<file path="config.mk">
export PLATFORM = sky130hd
export DESIGN_NAME = snake_engine
export DESIGN_NICKNAME = d
export VERILOG_FILES = /design/src/rtl/snake_engine.sv
export SDC_FILE = /design/constraint.sdc
export NUM_CORES = 2
export LEC_CHECK = 0
export ABC_CLOCK_PERIOD_IN_PS = 10800
export CELL_PAD_IN_SITES_DETAIL_PLACEMENT = 1
export CELL_PAD_IN_SITES_GLOBAL_PLACEMENT = 1
export CORE_MARGIN = 3
export CORE_UTILIZATION = 32
export CTS_BUF_LIST = sky130_fd_sc_hd__clkbuf_8
export CTS_CLUSTER_SIZE = 20
export DETAILED_ROUTE_END_ITERATION = 12
export PLACE_DENSITY_LB_ADDON = 0.15
export SLEW_MARGIN = 15
export SYNTH_ARGS = -nofsm -noshare
export SYNTH_HDL_FRONTEND = slang
export SYNTH_SLANG_ARGS = --single-unit
</file>
<file path="constraint.sdc">
create_clock -name clk -period 10.8 [get_ports clk]
set_input_delay 2.16 -clock clk [delete_from_list [all_inputs] [get_ports clk]]
set_output_delay 2.16 -clock clk [all_outputs]
set_load 0.005 [all_outputs]
</file>
<file path="src/rtl/snake_engine.sv">
// Snake movement engine: circular segment buffer, wall/wrap handling,
// sequential self-collision scan and an indexed segment read port.
module snake_engine #(
  parameter int SIZE_X   = 40,
  parameter int SIZE_Y   = 30,
  parameter int MAX_LEN  = 256,
  parameter int INIT_LEN = 3,
  parameter int START_X  = 20,
  parameter int START_Y  = 15,
  parameter int WRAP     = 0,
  parameter int XW       = $clog2(SIZE_X),
  parameter int YW       = $clog2(SIZE_Y),
  parameter int LW       = $clog2(MAX_LEN + 1)
) (
  input  logic          clk,
  input  logic          rst,
  input  logic          start,
  input  logic          step,
  input  logic          grow,
  input  logic [1:0]    dir,
  input  logic [LW-1:0] rd_idx,
  output logic [XW-1:0] rd_x,
  output logic [YW-1:0] rd_y,
  output logic          rd_valid,
  output logic [XW-1:0] head_x,
  output logic [YW-1:0] head_y,
  output logic [LW-1:0] length,
  output logic          busy,
  output logic          step_done,
  output logic          dead,
  output logic [1:0]    dead_cause
);

  localparam int PW = (MAX_LEN > 1) ? $clog2(MAX_LEN) : 1;
  localparam int SW = XW + YW;

  typedef enum logic [2:0] {S_INIT, S_IDLE, S_CALC, S_SCAN, S_COMMIT, S_DEAD} state_t;
  state_t state_reg, state_next;

  logic [SW-1:0] seg_mem [MAX_LEN];
  logic [SW-1:0] scan_q_reg, rd_word_reg;
  logic          rd_valid_reg;

  logic [PW-1:0] head_ptr_reg;
  logic [XW-1:0] head_x_reg, new_x_reg, calc_x;
  logic [YW-1:0] head_y_reg, new_y_reg, calc_y;
  logic [LW-1:0] len_reg, ns_reg, scan_cnt_reg, init_cnt_reg;
  logic [1:0]    cur_dir_reg, dead_cause_reg;
  logic          grow_pending_reg, grow_eff_reg, step_done_reg;
  logic          calc_wall, scan_hit, grow_ok, accept;
  logic          wr_en;
  logic [PW-1:0] wr_addr, ptr_inc;
  logic [SW-1:0] wr_data;

  // Physical slot of segment idx, counting backwards from the head slot.
  function automatic logic [PW-1:0] seg_addr(input logic [PW-1:0] ptr, input logic [LW-1:0] idx);
    logic [LW:0] sum;
    sum = (LW+1)'(ptr) + (LW+1)'(MAX_LEN) - {1'b0, idx};
    if (sum >= (LW+1)'(MAX_LEN)) sum = sum - (LW+1)'(MAX_LEN);
    return PW'(sum);
  endfunction

  assign ptr_inc  = (head_ptr_reg == PW'(MAX_LEN - 1)) ? '0 : head_ptr_reg + PW'(1);
  assign grow_ok  = grow_pending_reg && (len_reg < LW'(MAX_LEN));
  assign accept   = (state_reg == S_IDLE) && step && start;
  assign scan_hit = (scan_cnt_reg != '0) && (scan_q_reg == {new_y_reg, new_x_reg});

  always_comb begin
    calc_x    = head_x_reg;
    calc_y    = head_y_reg;
    calc_wall = 1'b0;
    case (cur_dir_reg)
      2'b00: if (head_x_reg == XW'(SIZE_X - 1)) begin
               calc_x = '0;
               calc_wall = (WRAP == 0);
             end else calc_x = head_x_reg + XW'(1);
      2'b01: if (head_y_reg == '0) begin
               calc_y = YW'(SIZE_Y - 1);
               calc_wall = (WRAP == 0);
             end else calc_y = head_y_reg - YW'(1);
      2'b10: if (head_x_reg == '0) begin
               calc_x = XW'(SIZE_X - 1);
               calc_wall = (WRAP == 0);
             end else calc_x = head_x_reg - XW'(1);
      default: if (head_y_reg == YW'(SIZE_Y - 1)) begin
               calc_y = '0;
               calc_wall = (WRAP == 0);
             end else calc_y = head_y_reg + YW'(1);
    endcase
  end

  always_ff @(posedge clk) begin
    if (rst) state_reg <= S_INIT;
    else     state_reg <= state_next;
  end

  always_comb begin
    state_next = state_reg;
    wr_en      = 1'b0;
    wr_addr    = '0;
    wr_data    = '0;
    case (state_reg)
      S_INIT: begin
        wr_en   = 1'b1;
        wr_addr = seg_addr(head_ptr_reg, init_cnt_reg);
        wr_data = {YW'(START_Y), XW'(START_X) - XW'(init_cnt_reg)};
        if (init_cnt_reg == LW'(INIT_LEN - 1)) state_next = S_IDLE;
      end
      S_IDLE:   if (step && start) state_next = S_CALC;
      S_CALC:   state_next = calc_wall ? S_DEAD : S_SCAN;
      // Compare lags the address by one cycle because of the registered read.
      S_SCAN: begin
        if (scan_hit) state_next = S_DEAD;
        else if (scan_cnt_reg == ns_reg) state_next = S_COMMIT;
      end
      S_COMMIT: begin
        wr_en      = 1'b1;
        wr_addr    = ptr_inc;
        wr_data    = {new_y_reg, new_x_reg};
        state_next = S_IDLE;
      end
      S_DEAD:   state_next = S_DEAD;
      default:  state_next = S_INIT;
    endcase
  end

  always_ff @(posedge clk) begin
    if (wr_en) seg_mem[wr_addr] <= wr_data;
    scan_q_reg  <= seg_mem[seg_addr(head_ptr_reg, scan_cnt_reg)];
    rd_word_reg <= seg_mem[seg_addr(head_ptr_reg, rd_idx)];
  end

  always_ff @(posedge clk) begin
    if (rst) begin
      head_ptr_reg     <= '0;
      head_x_reg       <= XW'(START_X);
      head_y_reg       <= YW'(START_Y);
      len_reg          <= LW'(INIT_LEN);
      cur_dir_reg      <= 2'b00;
      grow_pending_reg <= 1'b0;
      grow_eff_reg     <= 1'b0;
      new_x_reg        <= '0;
      new_y_reg        <= '0;
      ns_reg           <= '0;
      scan_cnt_reg     <= '0;
      init_cnt_reg     <= '0;
      dead_cause_reg   <= 2'b00;
      step_done_reg    <= 1'b0;
      rd_valid_reg     <= 1'b0;
    end else begin
      step_done_reg <= (state_reg == S_COMMIT);
      rd_valid_reg  <= (rd_idx < len_reg);
      if (state_reg == S_INIT) init_cnt_reg <= init_cnt_reg + LW'(1);
      if (accept) cur_dir_reg <= (dir == (cur_dir_reg ^ 2'b10)) ? cur_dir_reg : dir;
      if (state_reg == S_CALC) begin
        new_x_reg    <= calc_x;
        new_y_reg    <= calc_y;
        grow_eff_reg <= grow_ok;
        ns_reg       <= grow_ok ? len_reg : len_reg - LW'(1);
        scan_cnt_reg <= '0;
        if (calc_wall) dead_cause_reg <= 2'b01;
      end
      if (state_reg == S_SCAN) begin
        scan_cnt_reg <= scan_cnt_reg + LW'(1);
        if (scan_hit) dead_cause_reg <= 2'b10;
      end
      if (state_reg == S_COMMIT) begin
        head_ptr_reg <= ptr_inc;
        head_x_reg   <= new_x_reg;
        head_y_reg   <= new_y_reg;
        if (grow_eff_reg) len_reg <= len_reg + LW'(1);
      end
      // A grow pulse landing on the consuming commit re-arms for the next move.
      if (state_reg == S_COMMIT && grow_eff_reg) grow_pending_reg <= grow;
      else if (grow && state_reg != S_DEAD) grow_pending_reg <= 1'b1;
    end
  end

  assign rd_x       = rd_valid_reg ? rd_word_reg[XW-1:0] : '0;
  assign rd_y       = rd_valid_reg ? rd_word_reg[SW-1:XW] : '0;
  assign rd_valid   = rd_valid_reg;
  assign head_x     = head_x_reg;
  assign head_y     = head_y_reg;
  assign length     = len_reg;
  assign busy       = (state_reg == S_INIT) || (state_reg == S_CALC) ||
                      (state_reg == S_SCAN) || (state_reg == S_COMMIT);
  assign step_done  = step_done_reg;
  assign dead       = (state_reg == S_DEAD);
  assign dead_cause = dead_cause_reg;

endmodule

</file>
==> results.sh <==
export IMPL_cts_made_buffers=541
export IMPL_power_frac_comb_pct=19.4
export IMPL_postCtsHoldBufs=0
export IMPL_synth_edf_count=2816
export IMPL_yosys_warnings=0
export IMPL_syn_area_per_cell_um2=18.22
export IMPL_grt_overflow_total=0
export IMPL_first_global_vias=86550
export IMPL_finalMaxSlewViolations=0
export IMPL_drtIter0Drc=8707
export IMPL_gp_congestion=0.8456
export IMPL_final_cells=14140
export IMPL_drive_above_1_share_pct=33.59
export IMPL_die_h_um=664.3
export IMPL_rsz0062_at_grt="false"
export IMPL_maxCapViolCount=0
export IMPL_synth_top_area_share_pct=60.98
export IMPL_crit_path_start_kind="primary input"
export IMPL_largest_reg_flops=2816
export IMPL_start_util_pct=32.16
export IMPL_cp_max_fo=31
export IMPL_cp_data_arrival_time_ns=8.62
export IMPL_finalClockSkew_ns=0.08070
export IMPL_status="completed"
export IMPL_seq_area_frac_synth_pct=62.41
export IMPL_power_frac_seq_pct=47.9
export IMPL_p_switching_mw=9.753
export IMPL_vias_per_cell=5.831
export IMPL_fill_cells=42580
export IMPL_finalSetupViolations=0
export IMPL_grt_antenna_before_repair=32
export IMPL_vias=82450
export IMPL_register_area_mm2=0.08654
export IMPL_netlist_area_mm2=0.1387
export IMPL_cts_clk_slew_worst_paths_ns=0.06
export IMPL_p_sw_share_pct=32.02
export IMPL_cts_tree="yes"
export IMPL_multi_input_area_mm2=0.05011
export IMPL_worst_setup_path_type="primary input to flip-flop"
export IMPL_post_cts_buffers=0
export IMPL_path_cells="clkdlybuf4s50_1 -> ha_4 -> fa_4 -> buf_4 -> buf_4 -> mux4_2 -> mux2i_1 -> mux2i_1 -> mux2_2 -> a211oi_1 -> o22a_1 -> nand4_1"
export IMPL_place_inst=13170
export IMPL_synth_most_common_cell="edfxtp_1"
export IMPL_post_route_period_util_pct=70.06
export IMPL_period_needed_ns=7.567
export IMPL_required_ns=11.85
export IMPL_wirelength_um=528700
export IMPL_finish_utilization_pct=36.61
export IMPL_hpwl_um=329800
export IMPL_area_growth_pct=13.83
export IMPL_synth_flop_cell="edfxtp_1"
export IMPL_wl_per_cell_um=37.38
export IMPL_clock_sinks=2915
export IMPL_die_area_mm2=0.4413
export IMPL_grt_max_degree=232
export IMPL_ys_seq_elements=2915
export IMPL_syn_num_nets=7676
export IMPL_clk_latency_ns=1.24
export IMPL_hold_viol=0
export IMPL_cts_root_buf="clkbuf_8"
export IMPL_worst_pin_slew_ns=1.307
export IMPL_ys_types=74
export IMPL_fp_dieW_um=664.3
export IMPL_drcViolationCount=0
export IMPL_port_buffers=52
export IMPL_cellInternalPower_mw=20.71
export IMPL_power_frac_clock_pct=32.7
export IMPL_postSynth_asyncResetShare_pct=0
export IMPL_cts_resized=0
export IMPL_slew_limit_headroom_pct=12.54
export IMPL_synth_area_top_cells="edfxtp_1, mux4_2, nand2_1"
export IMPL_coreArea_mm2=0.4312
export IMPL_fin_setup_tns_ns=0
export IMPL_p_per_area_mw_per_mm2=193.0
export IMPL_hold_ws_ns=0.4596
export IMPL_htreeDepth=6
export IMPL_slowest_delay_ns=1.50
export IMPL_rows=241
export IMPL_grt_usage_pct=23.56
export IMPL_p_leak_nw=50.99
export IMPL_end_kind="flip-flop"
export IMPL_detail_route_antenna_nets=0
export IMPL_io_pins=53
export IMPL_holdCritPathClass="flip-flop to flip-flop"
export IMPL_clock_path_buffers=4
export IMPL_synth_cells=7612
export IMPL_grt_pass1_wl_um=728300
export IMPL_synthTopCellsByCount="edfxtp_1, mux4_2, nand2_1"
export IMPL_dr_pass1_iters=5
export IMPL_timing_fmax_mhz=132.2
export IMPL_peakVddDrop_v=0.0003528
export IMPL_nets=8074
export IMPL_synth_largest_area_cell="edfxtp_1"
export IMPL_slowest_stage="fa_4"
per-stage QoR:
stage | total power, mW | setup slack (ns) | area (um^2)
floorplan | 18.07 | 1.126 | 138700
global placement | 20.48 | 1.984 | 147800
detailed placement | 20.71 | 2.106 | 148000
CTS | 30.70 | 3.438 | 157700
global route | 31.54 | 3.403 | 157800
finish | 30.46 | 3.233 | 157800
worst max-delay path, delay by kind of cell:
family,cells,cell delay [ns]
buffers and inverters,3,1.59
multiplexers,4,1.78
AO/OA/AOI/OAI,2,1.18
AND/OR/NAND/NOR,1,0.08
adder cells (fa/ha/maj),2,1.73
power by group through the flow:
stage               sequential [mW]  clock [mW]  combinational (mW)
floorplan                      15.2           0                2.85
global placement               14.8           0                5.71
detailed placement             14.8           0                5.90
CTS                            14.6        10.2                5.90
global route                   14.6        10.7                6.20
finish                         14.6        9.96                5.92
placed cells by master, fill, tap and decap left out, types with 84 or more instances in the layout:
cell	n
edfxtp_1	2816
mux4_2	1501
nand2_1	778
clkbuf_8	558
buf_4	344
mux2i_1	267
inv_1	233
nor2_1	218
nand3_1	190
and3_1	114
clkinv_1	104
dfxtp_1	98
a311oi_1	91
nor2_2	84
path summary, 6_finish.rpt:
path,start,depth (start not counted),slack (ns),endpoint
min,grow_eff_reg,2,0.46,grow_eff_reg
min reg2reg,grow_eff_reg,2,0.46,grow_eff_reg
max,rd_idx[0],12,3.23,rd_word_reg[4]
max reg2reg,head_ptr_reg[1],11,4.05,rd_word_reg[4]
layer usage:
| metal | vias up | share of wire (%) | track usage (%) |
|---|---|---|---|
| met4 | 8 | 4.2 | 9.085 |
| met5 | - | 0.011 | 0 |
| met2 | 3200 | 46 | 36.74 |
| li1 | 32740 | - | - |
| met1 | 45740 | 43 | 32.78 |
| met3 | 770 | 6.7 | 4.268 |
final cells by class:
cell class | instances | area share (%)
Antenna cell | 15 | 0.02378
Clock buffer | 558 | 4.865
Clock inverter | 391 | 1.271
Inverter | 47 | 0.1165
Multi-Input combinational cell | 4056 | 31.74
Sequential cell | 2915 | 54.83
Tap cell | 5710 | 4.526
Timing Repair Buffer | 449 | 2.625
cell families after synthesis:
| kind of cell | count (synthesis) | share of synthesized area (%) |
|---|---|---|
| AOI/OAI and AO/OA | 504 | 2.614 |
| xor gates and xnor gates | 75 | 0.4872 |
| adders and majority gates | 48 | 0.4493 |
| buffers and inverters | 641 | 2.236 |
| DFF | 2915 | 62.41 |
| muxes | 1813 | 26.67 |
| and+or+nand+nor | 1616 | 5.136 |
Note: power is estimated with default switching activity, not from simulation.
